`config.mk`:
```
export PLATFORM = sky130hd
export DESIGN_NAME = ponylink_traffic_gen
export DESIGN_NICKNAME = d
export VERILOG_FILES = /design/src/rtl/ponylink_traffic_gen.sv
export SDC_FILE = /design/constraint.sdc
export NUM_CORES = 1
export LEC_CHECK = 0
export BUFFER_PORTS_ARGS = -buffer_cell sky130_fd_sc_hd__buf_4
export CAP_MARGIN = 20
export CORE_AREA = 2 2 78 80
export CTS_CLUSTER_DIAMETER = 120
export DETAILED_ROUTE_END_ITERATION = 8
export DIE_AREA = 0 0 80 82
export PLACE_DENSITY = 0.7
export SYNTH_ARGS = -nofsm -noshare
export SYNTH_HDL_FRONTEND = slang
export SYNTH_SLANG_ARGS = --single-unit
```
`constraint.sdc`:
```
create_clock -name clk -period 4.9 [get_ports clk]
set_input_delay 0.735 -clock clk [delete_from_list [all_inputs] [get_ports clk]]
set_output_delay 0.735 -clock clk [all_outputs]
set_load 0.01 [all_outputs]
```
`src/rtl/ponylink_traffic_gen.sv`:
```
`default_nettype none
// ============================================================================
// Module   : ponylink_traffic_gen
// Purpose  : Self-checking traffic driver for a ponylink_master in loopback
//            benches. Sequences the master reset, waits for linkready, streams
//            a deterministic word sequence into the master and checks the
//            echoed stream against the same sequence.
// Revision : 1.0 - initial release
//
// Ports:
//   clk, reset          clock, asynchronous active-high reset
//   link_resetn         drives ponylink_master resetn
//   linkready           from ponylink_master linkready
//   tx_t*               AXI-stream style output to master in_t*
//   rx_t*               AXI-stream style input from master out_t*
//   done                run finished (pass or fail), sticky
//   error               any mismatch or timeout, sticky
//   timeout             run ended by the progress timer, sticky
//   err_count           mismatching received words, saturating at 255
//
// Word i: tdata = SEED + i, tuser = ~i, tlast at packet end or final word.
//
// Build option:
//   PONYLINK_TGEN_BACKPRESSURE_EN - when defined, a 16-bit LFSR throttles
//   rx_tready during RUN (about 75% duty) to exercise master backpressure.
// ============================================================================
module ponylink_traffic_gen #(
  parameter int unsigned TDATA_WIDTH  = 8,
  parameter int unsigned TUSER_WIDTH  = 4,
  parameter int unsigned NUM_WORDS    = 16,
  parameter int unsigned PKT_LEN      = 4,
  parameter int unsigned SEED         = 'h17,
  parameter int unsigned RESET_CYCLES = 4,
  parameter int unsigned TIMEOUT      = 1024
) (
  input  logic                   clk,
  input  logic                   reset,
  output logic                   link_resetn,
  input  logic                   linkready,
  output logic [TDATA_WIDTH-1:0] tx_tdata,
  output logic [TUSER_WIDTH-1:0] tx_tuser,
  output logic                   tx_tvalid,
  output logic                   tx_tlast,
  input  logic                   tx_tready,
  input  logic [TDATA_WIDTH-1:0] rx_tdata,
  input  logic [TUSER_WIDTH-1:0] rx_tuser,
  input  logic                   rx_tvalid,
  input  logic                   rx_tlast,
  output logic                   rx_tready,
  output logic                   done,
  output logic                   error,
  output logic                   timeout,
  output logic [7:0]             err_count
);

  localparam int unsigned IW = $clog2(NUM_WORDS + 1);
  localparam int unsigned TW = $clog2(TIMEOUT + 1);
  localparam int unsigned RW = $clog2(RESET_CYCLES + 1);

  localparam logic [IW-1:0] NW_IDX   = IW'(NUM_WORDS);
  localparam logic [IW-1:0] LAST_IDX = IW'(NUM_WORDS - 1);
  localparam logic [TW-1:0] TO_LAST  = TW'(TIMEOUT - 1);
  localparam logic [RW-1:0] RST_LAST = RW'(RESET_CYCLES - 1);

  typedef enum logic [1:0] {
    RST_HOLD  = 2'd0,
    WAIT_LINK = 2'd1,
    RUN       = 2'd2,
    DONE      = 2'd3
  } state_t;

  state_t state, next_state;

  logic [RW-1:0] rst_cnt;
  logic [TW-1:0] timer;
  logic [IW-1:0] tx_idx;
  logic [IW-1:0] rx_idx;
  logic [IW-1:0] tx_next;
  logic          rx_fire;
  logic          tx_fire;
  logic          rx_mismatch;
  logic          bp_ok;

  // Sequence generator shared by the transmitter and the receive checker.
  function automatic logic [TDATA_WIDTH-1:0] word_tdata(input logic [IW-1:0] i);
    word_tdata = TDATA_WIDTH'(SEED + 32'(i));
  endfunction

  function automatic logic [TUSER_WIDTH-1:0] word_tuser(input logic [IW-1:0] i);
    word_tuser = TUSER_WIDTH'(~(32'(i)));
  endfunction

  function automatic logic word_tlast(input logic [IW-1:0] i);
    word_tlast = ((32'(i) % PKT_LEN) == (PKT_LEN - 1)) || (32'(i) == (NUM_WORDS - 1));
  endfunction

`ifdef PONYLINK_TGEN_BACKPRESSURE_EN
  // Fibonacci LFSR, taps 16,14,13,11; free-running outside reset.
  logic [15:0] lfsr;
  always_ff @(posedge clk or posedge reset) begin
    if (reset) begin
      lfsr <= 16'hACE1;
    end else begin
      lfsr <= {lfsr[14:0], lfsr[15] ^ lfsr[13] ^ lfsr[12] ^ lfsr[10]};
    end
  end
  assign bp_ok = lfsr[0] | lfsr[1];
`else
  assign bp_ok = 1'b1;
`endif

  assign rx_tready   = (state == RUN) && bp_ok;
  assign rx_fire     = rx_tvalid && rx_tready;
  assign tx_fire     = tx_tvalid && tx_tready;
  assign tx_next     = tx_idx + IW'(1);
  assign done        = (state == DONE);
  assign rx_mismatch = (rx_tdata != word_tdata(rx_idx)) ||
                       (rx_tuser != word_tuser(rx_idx)) ||
                       (rx_tlast != word_tlast(rx_idx));

  // State register
  always_ff @(posedge clk or posedge reset) begin
    if (reset) begin
      state <= RST_HOLD;
    end else begin
      state <= next_state;
    end
  end

  // Next-state logic. Leaving RUN on the final acceptance (rather than one
  // cycle later) guarantees no word is ever accepted with rx_idx==NUM_WORDS.
  always_comb begin
    next_state = state;
    case (state)
      RST_HOLD: begin
        if (rst_cnt == RST_LAST) next_state = WAIT_LINK;
      end
      WAIT_LINK: begin
        if (linkready)               next_state = RUN;
        else if (timer == TO_LAST)   next_state = DONE;
      end
      RUN: begin
        if (rx_fire && (rx_idx == LAST_IDX))  next_state = DONE;
        else if (!rx_fire && (timer == TO_LAST)) next_state = DONE;
      end
      DONE: begin
        next_state = DONE;
      end
      default: begin
        next_state = RST_HOLD;
      end
    endcase
  end

  // Datapath, counters and sticky status
  always_ff @(posedge clk or posedge reset) begin
    if (reset) begin
      link_resetn <= 1'b0;
      rst_cnt     <= '0;
      timer       <= '0;
      tx_idx      <= '0;
      rx_idx      <= '0;
      tx_tvalid   <= 1'b0;
      tx_tdata    <= '0;
      tx_tuser    <= '0;
      tx_tlast    <= 1'b0;
      error       <= 1'b0;
      timeout     <= 1'b0;
      err_count   <= '0;
    end else begin
      case (state)
        RST_HOLD: begin
          rst_cnt <= rst_cnt + RW'(1);
          if (rst_cnt == RST_LAST) link_resetn <= 1'b1;
        end

        WAIT_LINK: begin
          if (linkready) begin
            timer <= '0;
          end else if (timer == TO_LAST) begin
            timeout <= 1'b1;
            error   <= 1'b1;
          end else begin
            timer <= timer + TW'(1);
          end
        end

        RUN: begin
          // Progress timer: only accepted words count as progress.
          if (rx_fire) begin
            timer <= '0;
          end else if (timer == TO_LAST) begin
            timeout <= 1'b1;
            error   <= 1'b1;
          end else begin
            timer <= timer + TW'(1);
          end

          // Transmitter: next word is loaded on the transfer edge so
          // back-to-back transfers need no bubble.
          if (next_state == DONE) begin
            tx_tvalid <= 1'b0;
          end else if (tx_fire) begin
            tx_idx <= tx_next;
            if (tx_next < NW_IDX) begin
              tx_tvalid <= 1'b1;
              tx_tdata  <= word_tdata(tx_next);
              tx_tuser  <= word_tuser(tx_next);
              tx_tlast  <= word_tlast(tx_next);
            end else begin
              tx_tvalid <= 1'b0;
            end
          end else if (!tx_tvalid && (tx_idx < NW_IDX)) begin
            tx_tvalid <= 1'b1;
            tx_tdata  <= word_tdata(tx_idx);
            tx_tuser  <= word_tuser(tx_idx);
            tx_tlast  <= word_tlast(tx_idx);
          end

          // Receiver check
          if (rx_fire) begin
            rx_idx <= rx_idx + IW'(1);
            if (rx_mismatch) begin
              error <= 1'b1;
              if (err_count != 8'hFF) err_count <= err_count + 8'd1;
            end
          end
        end

        DONE: begin
          tx_tvalid <= 1'b0;
        end

        default: begin
          tx_tvalid <= 1'b0;
        end
      endcase
    end
  end

endmodule
`default_nettype wire

```
=== Word level (Yosys, flattened, before mapping) ===
Cells that the tools add are included.

* Register bits: 51
* Bits of input ports: 18
* Output and inout port bits: 27
* Word-level logic and storage cells: 105

* Add/sub/neg operators: 8
* $lt $le $gt $ge: 2
* Equal/unequal tests: 20
* Mux-type cells: 34
* Bitwise operators: 4
* Reduce and logical (&&, ||, !) cells: 24

{| class="wikitable"
|+ Operator list
! operator !! number
|-
| 11-bit 2-to-1 mux || 3
|-
| 8-bit 2-to-1 mux || 3
|-
| 11-bit case mux with 2 select lines || 1
|-
| 5-bit by 5-bit adder with 6-bit output, first input constant || 3
|-
| 5-bit by 4-bit == test with 1-bit output, second input constant || 3
|-
| 1-bit 2-to-1 mux || 15
|-
| 2-bit == test, second input constant || 6
|-
| 4-bit 2-to-1 mux || 3
|-
| 4-bit inverter || 3
|-
| 11-bit by 1-bit adder with 11-bit output, second input constant || 1
|-
| 11-bit by 10-bit == test with 1-bit output, second input constant || 1
|-
| 5-bit by 1-bit adder with 5-bit output, second input constant || 2
|-
| 5-bit < comparator, second input constant || 2
|-
| 2-bit 2-to-1 mux || 5
|-
| 8-bit by 1-bit adder with 8-bit output, second input constant || 1
|-
| 8-bit by 6-bit inequality test with 1-bit output || 1
|-
| 8-bit inequality test, second input constant || 1
|-
| 2-bit case mux with 4 select lines || 1
|-
| 2-bit AND reduction || 4
|-
| 4-bit AND reduction || 2
|-
| 1-bit case mux with 2 select lines || 3
|-
| 3-bit AND reduction || 2
|-
| 2-bit nonzero test || 3
|-
| 1-bit logical AND || 5
|-
| other kinds (12) || 18
|}

=== Longest topological paths before layout ===
Gate-level depths: netlist (run 1).

* Word-level depth: 10
* Depth in mapped cells: 10
* Depth with buffers taken out: 9

=== Worst setup path after synthesis (run 1) ===
No wires, ideal clock.

* Path kind: register to register
* Start: reg state[0]
* End: reg tx_tdata[0]
* Setup time: 0.125 ns
* Arrival time: 2.363 ns
* Required time: 4.775 ns
* Path slack: 2.412 ns
* Stages on the path, launching flop included: 9
* Path buffers: 1
* Period minus slack after synthesis: 2.488 ns
* Cells stage by stage: dfrtp_1 inv_1 ha_1 and2_1 buf_6 a311oi_4 o22ai_4 a211oi_4 mux2_2

* Word-level cells in the longest chain between the ends: 10
* Elaborated cells between the ends (all ways): 17
* Those cells by class: eq/ne: 4; mux: 6; bitwise: 1; reduce/logical: 6

{| class="wikitable"
|+ RTL lines
! item !! line !! text
|-
| from (decl) || 72 || <nowiki>state_t state, next_state;</nowiki>
|-
| from (signal assigned) || 126 || <nowiki>state <= next_state;</nowiki>
|-
| 2-bit == test * || 112 || <nowiki>assign rx_tready = (state == RUN) && bp_ok;</nowiki>
|-
| net rx_tready || 49 || <nowiki>output logic rx_tready,</nowiki>
|-
| 1-bit logical AND || 113 || <nowiki>assign rx_fire = rx_tvalid && rx_tready;</nowiki>
|-
| 1-bit logical NOT || 144 || <nowiki>else if (!rx_fire && (timer == TO_LAST)) next_state = DONE;</nowiki>
|-
| 1-bit logical AND || 144 ||
|-
| 2-bit 2-to-1 mux || 144 ||
|-
| 2-bit 2-to-1 mux || 143 || <nowiki>if (rx_fire && (rx_idx == LAST_IDX)) next_state = DONE;</nowiki>
|-
| 2-bit case mux with 4 select lines * || 134 || <nowiki>case (state)</nowiki>
|-
| net next_state[0] || 72 ||
|-
| 2-bit == test * || 201 || <nowiki>if (next_state == DONE) begin</nowiki>
|-
| 1-bit inverter (no line) * || - ||
|-
| 4-bit AND reduction (no line) * || - ||
|-
| to (signal assigned) || 207 || <nowiki>tx_tdata <= word_tdata(tx_next);</nowiki>
|-
| to (signal assigned) || 215 || <nowiki>tx_tdata <= word_tdata(tx_idx);</nowiki>
|-
| to (decl) || 40 || <nowiki>output logic [TDATA_WIDTH-1:0] tx_tdata,</nowiki>
|}

The timed path passes the listed nets; every way through them passes the cells marked *.
A chain may end at the register's enable or synchronous reset.

=== Worst setup path after layout (run 1) ===
* Start: reg state[0]
* End: reg tx_tuser[2]

* Word-level cells in the longest chain between the ends: 10
* Elaborated cells between the ends (all ways): 17
* Those cells by class: eq/ne: 4; mux: 6; bitwise: 1; reduce/logical: 6

{| class="wikitable"
|+ RTL lines
! item !! line !! text
|-
| 2-bit == test || 112, 134 ||
|-
| 1-bit logical AND || 113 ||
|-
| 1-bit logical NOT || 144 ||
|-
| 1-bit logical AND || 144 ||
|-
| 2-bit 2-to-1 mux || 144 ||
|-
| 2-bit 2-to-1 mux || 143 ||
|-
| 2-bit case mux with 4 select lines * || 134 ||
|-
| net next_state[0] || 72 ||
|-
| 2-bit == test * || 201 ||
|-
| 1-bit inverter (no line) * || - ||
|-
| 4-bit AND reduction (no line) * || - ||
|-
| to (signal assigned) || 208 || <nowiki>tx_tuser <= word_tuser(tx_next);</nowiki>
|-
| to (signal assigned) || 216 || <nowiki>tx_tuser <= word_tuser(tx_idx);</nowiki>
|-
| to (decl) || 41 || <nowiki>output logic [TUSER_WIDTH-1:0] tx_tuser,</nowiki>
|}

Marked as above.

==> results.py, run 1 <==
metrics = {
    "critical_path": {
        "worstPathCellList": "inv_1 > ha_1 > and2_1 > a311oi_4 > o22ai_4 > a211oi_4 > mux2_2",
        "r2r-end": "tx_tuser[2]$_DFFE_PP0P_",
        "worstSetupEndpointType": "register",
        "critPathMaxFanout": 16,
        "critPathLaunch": "state[0]$_DFF_PP0_",
        "cp_slowest_cell": "a211oi_4",
        "r2r_start": "state[0]$_DFF_PP0_",
        "critPathLaunchType": "register",
        "worst-r2r-setup-slack_ps": 1970,
        "arrival_ps": 3110,
        "worst-setup-path-type": "register to register",
        "worstPathRequired_ps": 5080,
        "slowest_delay_ps": 660,
        "ff2ff_path_depth": 7,
    },
    "global_route": {
        "grt_max_degree": 49,
        "grt_overflow_total": 0,
        "grt_pass1_vias": 1997,
        "grt_pass1_wl_mm": 8.69,
        "grt_usage": 0.169,
        "antenna_found_initial": 0,
    },
    "sta": {
        "maxSlewViolCount": 0,
        "worstMarginPinSlew_ps": 687,
        "finalSetupTns_ps": 0,
        "setup_viol": 0,
        "max_clock_freq_mhz": 341,
        "hold_viol": 0,
        "relSlewSlack": 0.540,
        "clock_skew_ps": 4.70,
        "period_minus_slack_ps": 2930,
        "period_share": 0.598,
        "grt_setup_unrepaired": "false",
    },
    "final_layout": {
        "syn_to_final_growth_pct": 16.2,
        "antenna_cells": 0,
        "nets": 345,
        "drive_above_1_share": 0.223,
        "design_area_um2": 3230,
    },
    "synth": {
        "async_flop_share": 1.00,
        "postSynthAreaPerCell_um2": 10.3,
        "synth.yosys.warnings": 0,
        "syn_area_um2": 2780,
        "synth_edf_count": 0,
        "yosysSeqAreaShare": 0.432,
        "synth_flop_cell": "dfrtp_1",
        "post-synth-top-count-cell": "dfrtp_1",
        "ys_types": 54,
        "synth_commonest_cells": "48 x dfrtp_1, 22 x nand2_1, 20 x a21oi_1",
        "synthDominantAreaCellType": "dfrtp_1",
        "synth_top_area_frac": 0.432,
        "synth_seq_cells": 48,
        "synthTopCellsByArea": "dfrtp_1 43%, ha_1 7.2%, xor2_1 6.0%",
        "synth_cells": 271,
    },
    "clocking": {
        "ctsHoldBuffers": 0,
        "cts_sinks": 48,
        "clkLatencyLatePin_ps": 290,
        "clk_path_buf_depth": 2,
        "numCtsBuffers": 5,
        "htreeDepth": 2,
        "clkTransAtPathRegs_ps": 80,
        "cts_resized": 0,
        "cts_setup_buffers": 0,
        "cts_tree": "yes",
        "root_buffer": "clkbuf_8",
    },
    "floorplan": {
        "core.rowCount": 28,
        "num_io_pins": 45,
        "die_w_um": 80,
        "start_util": 0.484,
        "die_h_um": 82,
        "core_um2": 5750,
        "die_area_um2": 6560,
    },
    "pwr": {
        "power_frac_comb": 0.509,
        "powerDensity_nw_per_um2": 609,
        "irDropWorstVdd_v": 0.000322,
        "swShare": 0.406,
        "p_switching_mw": 0.800,
        "seqPwrFrac": 0.355,
        "internal_power_mw": 1.17,
        "power_frac_clock": 0.136,
        "power.leakage_nw": 1.47,
    },
    "place": {
        "dp_hpwl_mm": 3.75,
        "port_buffers": 42,
        "placed_area_um2": 3120,
        "gp_congestion": 0.767,
    },
    "route": {
        "routed_wl_mm": 5.07,
        "antenna_left": 0,
        "firstDrtPassIters": 4,
        "vias_per_cell": 5.31,
        "initialDrtViolationCount": 76,
        "route.detailed.drc": 0,
        "vias": 2044,
        "wl_per_cell_um": 13.2,
    },
    "min_path": {
        "hold_class": "primary input to async pin",
    },
    "outcome": {
        "status": "finished, final reports clean",
    },
    "job": {
        "drv_cap": 0,
    },
}
[critical path, delay by kind of cell (launching register included)]
kind / cells / cell delay, ps
and+or+nand+nor: 1 / 300
AOI/OAI and AO/OA: 3 / 1170
adders and majority gates: 1 / 330
DFF: 1 / 480
muxes: 1 / 400
buffers and inverters: 1 / 140
[flip-flops by register name, summed over array words and instances, names as in the netlist]
register     count
timer           11
err_count        8
tx_tdata         6
rx_idx           5
tx_idx           5
rst_cnt          3
tx_tuser         3
state            2
error            1
link_resetn      1
timeout          1
tx_tlast         1
tx_tvalid        1
[through the flow]
step	total power, mW	hold WS (ps)	cells	util	setup WS, ps
after floorplan	1.46	448	272	-	2410
after global placement	1.69	453	378	0.542	2030
after detailed placement	1.71	456	378	0.542	1960
after CTS	1.99	476	384	0.559	1930
after global routing	2.15	315	385	0.563	1760
final	1.97	321	385	0.563	1970
[power groups by stage]
stage / Combinational (mW) / Sequential, mW / Clock (mW)
floorplan: 0.756 / 0.699 / 0
global route: 1.14 / 0.725 / 0.293
global placement: 0.986 / 0.705 / 0
detailed placement: 1.01 / 0.705 / 0
finish: 1.00 / 0.699 / 0.268
CTS: 1.01 / 0.700 / 0.279
[placed cells by master, fill, tap and decap left out, drive strengths merged, types with 2 or more instances in the layout]
cell type	Yosys	routed
a211oi	3	3
nor2	18	18
or3	2	2
nand2b	2	2
nand2	23	23
mux2i	2	2
inv	14	14
a41oi	2	2
o22ai	2	2
xnor2	16	16
conb	1	2
buf	8	43
xor2	19	19
a31oi	2	2
and3	5	5
a21oi	20	20
mux2	8	8
clkbuf	3	5
nand4	5	5
dfrtp	48	48
o21ai	7	7
or4	4	4
nor2b	3	3
and2	2	2
nor4b	3	3
ha	16	16
nor4	3	3
nand3	14	14
a21boi	2	2
[worst max path at each step]
stage          depth (start not counted)                 endpoint  slack (ps)
2_1_floorplan                          8  tx_tdata[0]$_DFFE_PP0P_        2410
5_1_grt                                7  tx_tuser[1]$_DFFE_PP0P_        1760
3_5_place_dp                           7  tx_tuser[2]$_DFFE_PP0P_        1960
4_1_cts                                7  tx_tuser[2]$_DFFE_PP0P_        1930
3_3_place_gp                           7  tx_tdata[2]$_DFFE_PP0P_        2030
6_report                               7  tx_tuser[2]$_DFFE_PP0P_        1970
[metal layers]
layer	vias to the layer above	GRT usage	part of all wire
li1	1018	-	-
met1	982	0.216	0.45
met2	37	0.288	0.49
met3	7	0.0396	0.043
met4	0	0.0458	0.011
met5	-	0	0
[cell families after synthesis]
family,after synthesis,synth area share
and+or+nand+nor,89,0.173
DFF,48,0.432
AOI/OAI and AO/OA,47,0.124
xor gates and xnor gates,35,0.110
buffers and inverters,25,0.0477
adders and majority gates,16,0.0719
muxes,10,0.0409
other,1,0.00135
[layout make-up]
cell class | instances | area, µm²
sequential | 48 | 1200
clock buffer | 5 | 68.8
timing repair buffer | 43 | 335
fill | 519 | 2510
clock inverter | 1 | 30.0
inverter | 14 | 52.6
tap | 75 | 93.8
multi-input combinational | 199 | 1450
No activity file was read; power rests on OpenSTA's default activity.
==> inputs of run 2 (changes only) <==
--- a/config.mk
+++ b/config.mk
@@ -11,7 +11,7 @@
 export CTS_CLUSTER_DIAMETER = 120
 export DETAILED_ROUTE_END_ITERATION = 8
 export DIE_AREA = 0 0 80 82
-export PLACE_DENSITY = 0.7
+export PLACE_DENSITY = 0.73
 export SYNTH_ARGS = -nofsm -noshare
 export SYNTH_HDL_FRONTEND = slang
 export SYNTH_SLANG_ARGS = --single-unit
==> constraint.sdc (replaced) <==
create_clock -name clk -period 2.4 [get_ports clk]
set_input_delay 0.36 -clock clk [delete_from_list [all_inputs] [get_ports clk]]
set_output_delay 0.36 -clock clk [all_outputs]
set_load 0.01 [all_outputs]
==> results.py, run 2 (synthesis gave the netlist of run 1 again) <==
metrics = {
    "pwr": {
        "irDropWorstVdd_v": 0.000641,
        "swShare": 0.407,
        "internal_power_mw": 2.65,
        "power_frac_comb": 0.553,
        "powerDensity_nw_per_um2": 1280,
        "p_total_mw": 4.46,
        "seqPwrFrac": 0.314,
        "power_frac_clock": 0.133,
        "power.leakage_nw": 1.57,
        "p_switching_mw": 1.82,
    },
    "floorplan": {
        "die_h_um": 82,
        "core_um2": 5750,
        "start_util": 0.484,
        "num_io_pins": 45,
        "die_area_um2": 6560,
        "die_w_um": 80,
        "core.rowCount": 28,
    },
    "final_layout": {
        "drive_above_1_share": 0.314,
        "multi_input_area_um2": 1530,
        "fill_cells": 499,
        "layout_common_cells": "59 x buf_4, 48 x dfrtp_1, 22 x nand2_1, 20 x a21oi_1, 19 x xor2_1",
        "finalNonFillerCells": 406,
        "top_register": "timer",
        "nets": 364,
        "antenna_cells": 0,
        "syn_to_final_growth_pct": 24.9,
        "mostFrequentLayoutCell": "buf_4",
        "largest_registers": "timer (11), err_count (8), tx_tdata (6)",
        "largest_register_ffs": 11,
        "register_area_um2": 1200,
    },
    "critical_path": {
        "critPathMaxFanout": 5,
        "crit_buf_inv": 3,
        "cp_slowest_cell": "dfrtp_1",
        "slowest_delay_ps": 430,
        "crit_family": "buffers and inverters",
        "worstPathCellList": "inv_1 > ha_1 > nor2b_1 > o32ai_2 > buf_4 > o22ai_4 > a211oi_4 > buf_6 > mux2_2",
        "r2r_start": "state[1]$_DFF_PP0_",
        "worstSetupEndpointType": "register",
        "critPathLaunch": "state[1]$_DFF_PP0_",
        "worstPathRequired_ps": 2590,
        "worst-setup-path-type": "register to register",
        "critPathLaunchType": "register",
        "arrival_ps": 2530,
    },
    "sta": {
        "relSlewSlack": 0.642,
        "setup_viol": 0,
        "timing.hold.ws_ps": 92.3,
        "period_share": 0.974,
        "maxSlewViolCount": 0,
        "max_clock_freq_mhz": 428,
        "period_minus_slack_ps": 2340,
        "worstMarginPinSlew_ps": 536,
        "hold_viol": 0,
        "clock_skew_ps": 9.21,
    },
    "global_route": {
        "grt_max_degree": 26,
        "grt_pass1_vias": 2026,
        "grt_overflow_total": 0,
        "grt_pass1_wl_mm": 9.36,
        "antenna_found_initial": 0,
        "grt_usage": 0.183,
    },
    "route": {
        "wl_per_cell_um": 13.9,
        "vias": 2175,
        "routed_wl_mm": 5.65,
        "vias_per_cell": 5.36,
        "firstDrtPassIters": 4,
        "route.detailed.drc": 0,
        "initialDrtViolationCount": 105,
        "antenna_left": 0,
    },
    "clocking": {
        "clkLatencyLatePin_ps": 300,
        "root_buffer": "clkbuf_8",
        "cts_sinks": 48,
        "htreeDepth": 2,
        "cts_tree": "yes",
        "numCtsBuffers": 5,
        "clkTransAtPathRegs_ps": 90,
        "clk_path_buf_depth": 2,
    },
    "place": {
        "dpl.cell_count": 395,
        "port_buffers": 42,
        "gp_congestion": 0.851,
        "dp_hpwl_mm": 4.19,
    },
    "min_path": {
        "hold_class": "primary input to async pin",
    },
    "job": {
        "drv_cap": 0,
    },
    "outcome": {
        "status": "finished, final reports clean",
    },
}
==> run 2: changes by cell type in the layout (fill, tap and decap cells not counted), sizes merged <==
cell | before | now
clkinvlp | 0 | 1
buf | 43 | 62
inv | 14 | 15
==> run 2: cell type report <==
class                           instances  area share
Clock buffer                            5      0.0198
Clock inverter                          3      0.0133
Multi-Input combinational cell        199       0.439
Inverter                               14      0.0151
Tap cell                               75      0.0270
Sequential cell                        48       0.346
Timing Repair Buffer                   62       0.140
==> run 2: worst paths after layout <==
check,endpoint,slack (ps),depth (start not counted)
worst min register to register,link_resetn$_DFFE_PP0P_,480,1
worst max register to register,tx_tuser[1]$_DFFE_PP0P_,60,9
worst min-delay path,rx_idx[3]$_DFFE_PP0P_,90,2
worst max-delay path,tx_tuser[1]$_DFFE_PP0P_,60,9
max in group asynchronous,timer[0]$_DFFE_PP0P_,1790,3
min in group clk,tx_tvalid$_DFFE_PP0P_,380,3
==> run 2: power by group through the flow <==
| stage | Sequential, mW | Clock, mW | Combinational, mW |
|---|---|---|---|
| 2_1_floorplan | 1.43 | 0 | 1.57 |
| 3_3_place_gp | 1.40 | 0 | 2.28 |
| 3_5_place_dp | 1.41 | 0 | 2.34 |
| 4_1_cts | 1.40 | 0.612 | 2.40 |
| 5_1_grt | 1.44 | 0.656 | 2.74 |
| 6_report | 1.40 | 0.595 | 2.47 |
==> run 2: what timing repair did <==
action / in CTS / in global routing
endpoints found under the hold margin: 0 / 0
setup endpoints to repair: 3 / 19
setup buffers: 2 / 1
pin swaps: 3 / 4
resized for setup: 1 / 14
cloned: 0 / 0
hold buffers: 0 / 0
==> run 2: per-layer routing <==
| metal | GRT usage | vias to the layer above | share of wire |
|---|---|---|---|
| met5 | 0 | - | 0 |
| met4 | 0.0627 | 0 | 0.0074 |
| li1 | - | 1063 | - |
| met1 | 0.233 | 1063 | 0.44 |
| met3 | 0.0418 | 5 | 0.039 |
| met2 | 0.307 | 44 | 0.51 |
==> run 2: through the flow <==
stage | setup WS, ps | TNS (ps) | utilization | area, µm²
2_1_floorplan | 25.3 | 0 | - | 2800
3_3_place_gp | 66.2 | 0 | 0.570 | 3270
3_5_place_dp | -34.7 | -42.3 | 0.570 | 3270
4_1_cts | 10.5 | 0 | 0.593 | 3410
5_1_grt | -24.8 | -105 | 0.605 | 3470
6_report | 63.3 | 0 | 0.605 | 3470
==> inputs of run 3 (changes only) <==
==> config.mk (replaced) <==
export PLATFORM = sky130hd
export DESIGN_NAME = ponylink_traffic_gen
export DESIGN_NICKNAME = d
export VERILOG_FILES = /design/src/rtl/ponylink_traffic_gen.sv
export SDC_FILE = /design/constraint.sdc
export NUM_CORES = 1
export LEC_CHECK = 0
export ABC_AREA = 1
export CAP_MARGIN = 20
export CORE_AREA = 2 2 80 82
export CTS_CLUSTER_DIAMETER = 120
export DETAILED_ROUTE_END_ITERATION = 8
export DIE_AREA = 0 0 82 84
export DONT_BUFFER_PORTS = 1
export SYNTH_ARGS = -nofsm -noshare
export SYNTH_HDL_FRONTEND = slang
export SYNTH_SLANG_ARGS = --single-unit
==> constraint.sdc (replaced) <==
create_clock -name clk -period 2.9 [get_ports clk]
set_input_delay 0.435 -clock clk [delete_from_list [all_inputs] [get_ports clk]]
set_output_delay 0.435 -clock clk [all_outputs]
set_load 0.01 [all_outputs]
==> results.py, run 3 <==
metrics = {
    "sta": {
        "clock_skew_ps": 7.20,
        "fin_ws_ps": 817,
        "relSlewSlack": 0.609,
        "max_clock_freq_mhz": 480,
        "setup_viol": 0,
        "maxSlewViolCount": 0,
        "timing.hold.ws_ps": -12.6,
        "period_minus_slack_ps": 2080,
        "hold_viol": 17,
        "finalSetupTns_ps": 0,
        "period_share": 0.718,
        "worstMarginPinSlew_ps": 580,
        "grt_setup_unrepaired": "false",
    },
    "clocking": {
        "clkTransAtPathRegs_ps": 90,
        "ctsHoldBuffers": 0,
        "cts_setup_buffers": 0,
        "numCtsBuffers": 5,
        "cts_tree": "yes",
        "clk_path_buf_depth": 2,
        "htreeDepth": 2,
        "cts_sinks": 48,
        "root_buffer": "clkbuf_8",
        "cts_resized": 0,
        "clkLatencyLatePin_ps": 310,
    },
    "route": {
        "firstDrtPassIters": 4,
        "wl_per_cell_um": 12.3,
        "initialDrtViolationCount": 110,
        "vias_per_cell": 4.97,
        "routed_wl_mm": 5.56,
        "antenna_left": 0,
        "vias": 2241,
        "route.detailed.drc": 0,
    },
    "synth": {
        "synth_edf_count": 0,
        "synthDominantAreaCellType": "dfrtp_1",
        "ys_types": 37,
        "synth_cells": 370,
        "postSynthAreaPerCell_um2": 8.01,
        "synth_flop_cell": "dfrtp_1",
        "synth.yosys.warnings": 0,
        "yosysSeqAreaShare": 0.405,
        "synthTopCellsByArea": "dfrtp_1 41%, nand2_1 15%, ha_1 6.8%",
        "post-synth-top-count-cell": "nand2_1",
        "synth_commonest_cells": "122 x nand2_1, 48 x dfrtp_1, 37 x inv_1",
        "async_flop_share": 1.00,
        "synth_seq_cells": 48,
        "syn_area_um2": 2960,
        "synth_top_area_frac": 0.405,
    },
    "global_route": {
        "antenna_found_initial": 0,
        "grt_max_degree": 49,
        "grt_pass1_wl_mm": 9.78,
        "grt_overflow_total": 0,
        "grt_usage": 0.180,
        "grt_pass1_vias": 2192,
    },
    "critical_path": {
        "worstPathRequired_ps": 3110,
        "worst-setup-path-type": "register to register",
        "critPathLaunchType": "register",
        "slowest_delay_ps": 450,
        "worstSetupEndpointType": "register",
        "critPathMaxFanout": 12,
        "crit_family": "simple AND/OR/NAND/NOR gates",
        "worstPathCellList": "ha_1 > inv_1 > nor2_1 > ha_1 > nor2_1 > xnor2_1 > nor2_1 > nand3b_1 > nor2_1 > nand2_1 > nand3_2 > inv_1 > nand2_1 > nand2_1",
        "worst_path_most_repeated_cell": "nor2_1",
        "arrival_ps": 2290,
        "crit_buf_inv": 2,
        "cp_slowest_cell": "dfrtp_1",
    },
    "place": {
        "dp_hpwl_mm": 4.13,
        "place_ws_ps": 815,
        "dpl.cell_count": 442,
        "gp_congestion": 0.807,
        "port_buffers": 0,
    },
    "floorplan": {
        "core_um2": 6100,
        "die_area_um2": 6890,
        "die_h_um": 84,
        "start_util": 0.486,
        "core.rowCount": 29,
        "num_io_pins": 45,
        "die_w_um": 82,
    },
    "pwr": {
        "irDropWorstVdd_v": 0.000508,
        "powerDensity_nw_per_um2": 1040,
        "power.leakage_nw": 1.55,
    },
    "final_layout": {
        "layout_common_cells": "122 x nand2_1, 48 x dfrtp_1, 36 x inv_1, 23 x nor2_1, 17 x xor2_1",
        "multi_input_area_um2": 1550,
        "largest_registers": "timer (11), err_count (8), tx_tdata (6)",
        "antenna_cells": 0,
        "register_area_um2": 1200,
        "fill_cells": 588,
        "finalNonFillerCells": 451,
        "syn_to_final_growth_pct": 6.38,
        "mostFrequentLayoutCell": "nand2_1",
        "nets": 407,
        "drive_above_1_share": 0.0856,
        "largest_register_ffs": 11,
        "top_register": "timer",
    },
    "min_path": {
        "hold_class": "primary input to async pin",
    },
    "outcome": {
        "status": "complete, but fails checks",
        "violations": "negative hold slack",
    },
    "job": {
        "drv_cap": 0,
    },
}
==> run 3: changes by cell type after synthesis, moves of 7 or more <==
cell / change
o21ai_0: +7
nand2_1: +100
inv_1: +23
xnor2_1: -7
mux2_2: -7
a21oi_1: -11
nor3_1: +10
==> run 3: logic make-up after synthesis <==
kind of cell / share of synthesized area
adder cells (fa/ha/maj): 0.0676
buffers and inverters: 0.0714
AND/OR/NAND/NOR: 0.294
XOR/XNOR: 0.0769
flip-flops: 0.405
AO/OA/AOI/OAI: 0.0832
other: 0.00127
==> run 3: metrics by stage <==
step           instance area [µm²]  power (mW)   util  hold slack, ps
4_1_cts                       3130        3.31  0.514             271
6_report                      3150        3.28  0.517           -12.6
3_3_place_gp                  3020        2.77  0.495             461
5_1_grt                       3150        3.63  0.517            15.9
3_5_place_dp                  3020        2.79  0.495             466
2_1_floorplan                 2970        2.51      -             446
==> run 3: cell type report <==
cell class	instances	share of cell area
Clock inverter	3	0.0151
Inverter	41	0.0496
Timing Repair Buffer	2	0.00873
Tap cell	77	0.0306
Clock buffer	5	0.0218
Multi-Input combinational cell	275	0.493
Sequential cell	48	0.381
==> run 3: power breakdown <==
part | switching [mW] | internal (mW)
clock network | 0.244 | 0.260
registers | 0.313 | 0.912
logic | 0.967 | 0.580
==> run 3: worst register-to-register path, cell delays in order, from the launching register on <==
cell and delay (ps):
dfrtp_1 450, ha_1 240, inv_1 70, nor2_1 50, ha_1 180, nor2_1 120, xnor2_1 70, nor2_1 100
nand3b_1 80, nor2_1 100, nand2_1 80, nand3_2 180, inv_1 130, nand2_1 70, nand2_1 50
==> run 3: metal layers <==
metal | GRT usage | share of wire | vias up
met3 | 0.0411 | 0.058 | 8
met5 | 0 | 0 | -
met1 | 0.231 | 0.46 | 1003
met4 | 0.0606 | 0.017 | 0
met2 | 0.294 | 0.47 | 55
li1 | - | - | 1175
==> run 3: worst paths after layout <==
check                                            to                   start  depth (start not counted)  slack, ps
max in group asynchronous      timer[9]$_DFFE_PP0P_                   reset                          2       2410
hold reg to reg              rst_cnt[1]$_DFFE_PP0N_  rst_cnt[1]$_DFFE_PP0N_                          2        480
setup reg to reg           err_count[1]$_DFFE_PP0P_   rx_idx[0]$_DFFE_PP0P_                         14        820
min in group clk              rx_idx[0]$_DFFE_PP0P_               rx_tvalid                          2        310
setup / recovery           err_count[1]$_DFFE_PP0P_   rx_idx[0]$_DFFE_PP0P_                         14        820
hold / removal              tx_tdata[0]$_DFFE_PP0P_                   reset                          1        -10
